<file path="src/rtl/fetch_unit.sv">
// rtl/fetch_unit.sv - instruction fetch stage: owns the PC, single-outstanding imem handshake
// and presents one instruction/PC pair per fetch to the F/D register.
`ifndef kNOP
`define kNOP 32'h0000_0013
`endif

module fetch_unit #(
  parameter int              PC_W     = 32,
  parameter int              IW       = 32,
  parameter int              PC_INC   = 1,
  parameter logic [PC_W-1:0] RESET_PC = '0
) (
  input  logic            clk,
  input  logic            rst_n,
  input  logic            stall,
  input  logic            bubble,
  input  logic            flush,
  input  logic            redirect_valid,
  input  logic [PC_W-1:0] redirect_pc,
  output logic            imem_req,
  output logic [PC_W-1:0] imem_addr,
  input  logic            imem_rvalid,
  input  logic [IW-1:0]   imem_rdata,
  output logic [IW-1:0]   instruction_o,
  output logic [PC_W-1:0] pc_o,
  output logic            IDLE_WAIT
);

  localparam logic [IW-1:0]   NOP = IW'(`kNOP);
  localparam logic [PC_W-1:0] INC = PC_W'(PC_INC);

  typedef enum logic [2:0] {
    RST_IDLE,
    FETCH,
    WAIT,
    DRAIN,
    HOLD
  } state_t;

  state_t          state, state_d;
  logic [PC_W-1:0] fetch_pc, fetch_pc_d;
  logic [IW-1:0]   inst_q, inst_d;
  logic [PC_W-1:0] pc_q, pc_d;

  logic advance;
  logic redir;

  assign advance   = ~stall & ~bubble;
  assign redir     = flush & redirect_valid;
  assign imem_addr = fetch_pc;

  always_ff @(posedge clk or negedge rst_n) begin
    if (!rst_n) begin
      state    <= RST_IDLE;
      fetch_pc <= RESET_PC;
      inst_q   <= NOP;
      pc_q     <= RESET_PC;
    end else begin
      state    <= state_d;
      fetch_pc <= fetch_pc_d;
      inst_q   <= inst_d;
      pc_q     <= pc_d;
    end
  end

  always_comb begin
    state_d       = state;
    fetch_pc_d    = fetch_pc;
    inst_d        = inst_q;
    pc_d          = pc_q;
    imem_req      = 1'b0;
    instruction_o = NOP;
    pc_o          = pc_q;
    IDLE_WAIT     = 1'b1;

    case (state)
      RST_IDLE: begin
        state_d = FETCH;
        if (redir) fetch_pc_d = redirect_pc;
      end

      FETCH: begin
        if (redir) begin
          fetch_pc_d = redirect_pc;
        end else begin
          imem_req = 1'b1;
          state_d  = WAIT;
        end
      end

      // A redirect without the response leaves a stale reply in flight, which DRAIN absorbs.
      WAIT: begin
        if (redir) begin
          fetch_pc_d = redirect_pc;
          state_d    = imem_rvalid ? FETCH : DRAIN;
        end else if (imem_rvalid) begin
          inst_d     = imem_rdata;
          pc_d       = fetch_pc;
          fetch_pc_d = fetch_pc + INC;
          state_d    = HOLD;
        end
      end

      DRAIN: begin
        if (redir) fetch_pc_d = redirect_pc;
        if (imem_rvalid) state_d = FETCH;
      end

      HOLD: begin
        instruction_o = inst_q;
        pc_o          = pc_q;
        IDLE_WAIT     = 1'b0;
        if (redir) begin
          fetch_pc_d = redirect_pc;
          inst_d     = NOP;
          state_d    = FETCH;
        end else if (advance) begin
          imem_req = 1'b1;
          state_d  = WAIT;
        end
      end

      default: state_d = RST_IDLE;
    endcase
  end

endmodule

</file>
<file path="config.mk">
export PLATFORM = sky130hd
export DESIGN_NAME = fetch_unit
export DESIGN_NICKNAME = d
export VERILOG_FILES = /design/src/rtl/fetch_unit.sv
export SDC_FILE = /design/constraint.sdc
export NUM_CORES = 1
export LEC_CHECK = 0
export ABC_AREA = 1
export CAP_MARGIN = 20
export CORE_MARGIN = 2
export CORE_UTILIZATION = 51
export CTS_CLUSTER_SIZE = 14
export DETAILED_ROUTE_END_ITERATION = 10
export GPL_TIMING_DRIVEN = 0
export HOLD_SLACK_MARGIN = 0.06
export PLACE_DENSITY = 0.86
export RECOVER_POWER = 100
export SLEW_MARGIN = 30
export SYNTH_ARGS = -nofsm -noshare
export SYNTH_HDL_FRONTEND = slang
export SYNTH_SLANG_ARGS = --single-unit
export TNS_END_PERCENT = 20
</file>
<file path="constraint.sdc">
create_clock -name clk -period 3.2 [get_ports clk]
set_clock_uncertainty 0.15 [all_clocks]
set_input_delay 0.64 -clock clk [delete_from_list [all_inputs] [get_ports clk]]
set_output_delay 0.64 -clock clk [all_outputs]
set_load 0.05 [all_outputs]
</file>
==> results.cfg <==
[power_and_ir_drop]
power.share.combinational_pct = 57.7
swShare_pct = 53.1
powerDensity_nw_per_um2 = 1050
power_frac_clock_pct = 11.6
ir_drop_uv = 712
seqPwrFrac_pct = 30.7
netSwitchingPower_w = 0.00409
p_int_w = 0.00362
p_leak_nw = 3.44
p_total_w = 0.00771

[clocking]
clockBufferDepth = 2
clk_latency_ps = 370
cts_tree = done
postCtsSetupBuffers = 0
numClockSinks = 99
cts_buffers = 9
h-tree-depth = 3
cts-root-buf = clkbuf_8
clkTransAtPathRegs_ps = 90

[synthesis]
synth_area_sq_um = 5520
yosys_register_bits = 99
async_reset_ff_share_pct = 100
synth_cell_type_count = 35
synth_nets = 804
synth.avg_cell_area_sq_um = 7.53
synth_seq_area_share_pct = 45.0
synth_edf_count = 0
syn_inst = 732
synth_flop_cell = dfrtp_1
ys_warn_count = 0

[run_status]
outcome = complete, but fails checks
violations = capacitance limit, slew limit

[timing]
setup_ws_ps = 121
timing.fmax_ghz = 0.325
rsz0062_at_grt = no
fin_crit_sh_pct = 96.2
hold_violations = 0
slew_violations = 39
worst_hold_slack_ps = 336
period_minus_slack_ps = 3080
relSlewSlack_pct = -24.4
worstMarginPinSlew_ps = 1870
setup_viol_count_final = 0

[floorplanning]
coreArea_sq_um = 10400
fp.dieW_um = 108
dieArea_sq_um = 11700
io-pin-count = 169
die_h_um = 108
start_util_pct = 52.9
rows = 37

[min_path]
min_from = pc_o[0]
hp-class = reg -> reg
hold_end = pc_o[0]
hold_depth = 2

[placed_design]
io_buffers = 168
place_inst = 1037
dpl_worst_slack_ps = -63.1
gp_congestion = 0.994
hpwl_um = 13800

[routing]
antenna_left = 0
vias = 5572
drtIter0Drc = 386
drt-pass1-iter-count = 7
via_per_inst = 5.29
drcViolationCount = 0
wl_per_cell_um = 17.0
routed_wl_um = 17900

[layout]
drive_gt1_share_pct = 7.30
num-nets-final = 985
finish.utilization_pct = 70.5
area_growth_pct = 33.1
fin_cells = 1054
diodes = 0

[critical_path]
regToRegStartpoint = state[0]
r2r_setup_slack_ps = 640
critPathMaxStageDelay_ps = 550
crit_slowest_cell = dlygate4sd2_1
cp_max_fo = 8
cp_cell_sequence = clkdlybuf4s50_1 > nand2_1 > inv_1 > nor2_1 > inv_2 > o21ai_0 > dlygate4sd2_1
reg2reg_to = inst_q[26]
reg2reg_depth = 8
path_class = in -> out
cp_num_buf_inv = 4
worst_path_dominant_cell_family = buffers and inverters
cp.arrival_ps = 2290
required_ps = 2410
startpoint_type = input pin
worstSetupEndpointType = output pin

[grt]
grt_overflow = 0
grt_max_degree = 62
grt_pass1_wl_um = 28200
antenna_found_initial = 0
grt_use_total_pct = 31.5
grt_pass1_vias = 5468

[job]
drv_cap = 1
==> final cells by class <==
cell class	count	area [sq um]
inverters	82	308
flip-flops and latches	99	2480
fillers	907	3080
multi-input cells	520	2390
well taps	136	170
clock buffers	10	128
clock inverters	6	87.6
plain buffers	31	178
repair buffers	170	1590
==> flip-flops by register name (all words and copies together) (netlist names) <==
register	count
imem_addr	32
inst_q	32
pc_o	32
state	3
==> power groups by stage <==
stage | Clock (W) | Sequential (W) | Combinational, W
floorplan | 0 | 0.00356 | 0.00194
global route | 0.000958 | 0.00243 | 0.00479
finish | 0.000897 | 0.00237 | 0.00444
CTS | 0.000901 | 0.00237 | 0.00477
detailed placement | 0 | 0.00239 | 0.00476
global placement | 0 | 0.00236 | 0.00466
==> worst max-delay path by stage <==
stage / startpoint / to / slack (ps) / cells after the start
2_1_floorplan: flush / imem_req / 300 / 5
5_1_grt: redirect_valid / imem_req / 10 / 7
3_3_place_gp: rst_n / pc_o[2] / -2300 / 1
3_5_place_dp: redirect_valid / imem_req / -60 / 7
4_1_cts: state[0] / instruction_o[26] / 7 / 5
6_report: redirect_valid / imem_req / 120 / 7
==> Yosys cell counts (2+ instances only) <==
library cell	instances	area (sq um)
o21ai_1	4	20.0
nand2_1	207	777
o21ai_0	56	280
a21oi_1	9	45.0
nor2_2	6	37.5
or2_2	10	62.6
mux2_2	4	45.0
nand3_1	68	340
o21ai_2	28	245
xor2_1	2	17.5
clkbuf_1	8	30.0
nand2_2	2	12.5
buf_6	5	56.3
o21a_1	13	97.6
dfstp_2	3	78.8
dfrtp_1	96	2400
inv_1	79	297
nand3_2	9	90.1
o211ai_1	2	15.0
buf_2	9	45.0
nor2_1	90	338
buf_4	7	52.6
inv_2	3	11.3
==> cells by family (layout without fill, tap and decap cells) <==
kind of cell / Yosys count / in the layout / share of synthesized area [%]
AOI/OAI and AO/OA: 115 / 115 / 13.3
xor gates and xnor gates: 2 / 2 / 0.318
adders and majority gates: 1 / 1 / 0.227
buffers and inverters: 113 / 299 / 9.44
DFF: 99 / 99 / 45.0
muxes: 4 / 4 / 0.817
and+or+nand+nor: 398 / 398 / 30.9
==> routing by layer <==
layer / part of all wire, % / wire, um / track usage (%)
met1: 42 / 7460 / 41.0
met2: 48 / 8500 / 52.3
met3: 8.3 / 1480 / 5.67
met4: 2.5 / 440 / 12.8
met5: 0 / 0 / 0
==> worst register-to-register path, stage by stage, from the launching register on <==
cell      delay [ps]
dfrtp_1          440
inv_1             80
nand2_1          110
nor2_4           140
nand2_2           50
a21oi_1          800
clkbuf_1         440
nand3_1          150
o21ai_0          110
==> placed cells by master (no fill, tap or decap), types with 3 or more instances in the layout <==
| cell type | Yosys | routed |
|---|---|---|
| a21oi_1 | 9 | 10 |
| buf_2 | 9 | 5 |
| buf_4 | 7 | 3 |
| buf_6 | 5 | 3 |
| clkbuf_1 | 8 | 36 |
| clkbuf_8 | 1 | 10 |
| clkdlybuf4s50_1 | 0 | 69 |
| dfrtp_1 | 96 | 96 |
| dfstp_2 | 3 | 3 |
| dlygate4sd2_1 | 0 | 15 |
| dlygate4sd3_1 | 0 | 68 |
| inv_1 | 79 | 80 |
| mux2_2 | 4 | 4 |
| nand2_1 | 207 | 208 |
| nand3_1 | 68 | 75 |
| nor2_1 | 90 | 92 |
| nor2_2 | 6 | 4 |
| o21a_1 | 13 | 13 |
| o21ai_0 | 56 | 75 |
| o21ai_1 | 4 | 3 |
| o21ai_2 | 28 | 10 |
| or2_2 | 10 | 10 |
==> repair_timing <==
action	4_1_cts	5_1_grt
hold buffers	1	0
endpoints found under the hold margin	38	0
endpoints found under the setup margin	14	17
pin swaps	0	0
gates resized for setup	14	17
==> per-stage QoR <==
stage / TNS [ps] / area, sq um
detailed placement: -63.1 / 7400
floorplan: 0 / 5520
global placement: -223610 / 7370
global route: 0 / 7340
finish: 0 / 7340
CTS: 0 / 7600
No activity file was read; power rests on OpenSTA's default activity.
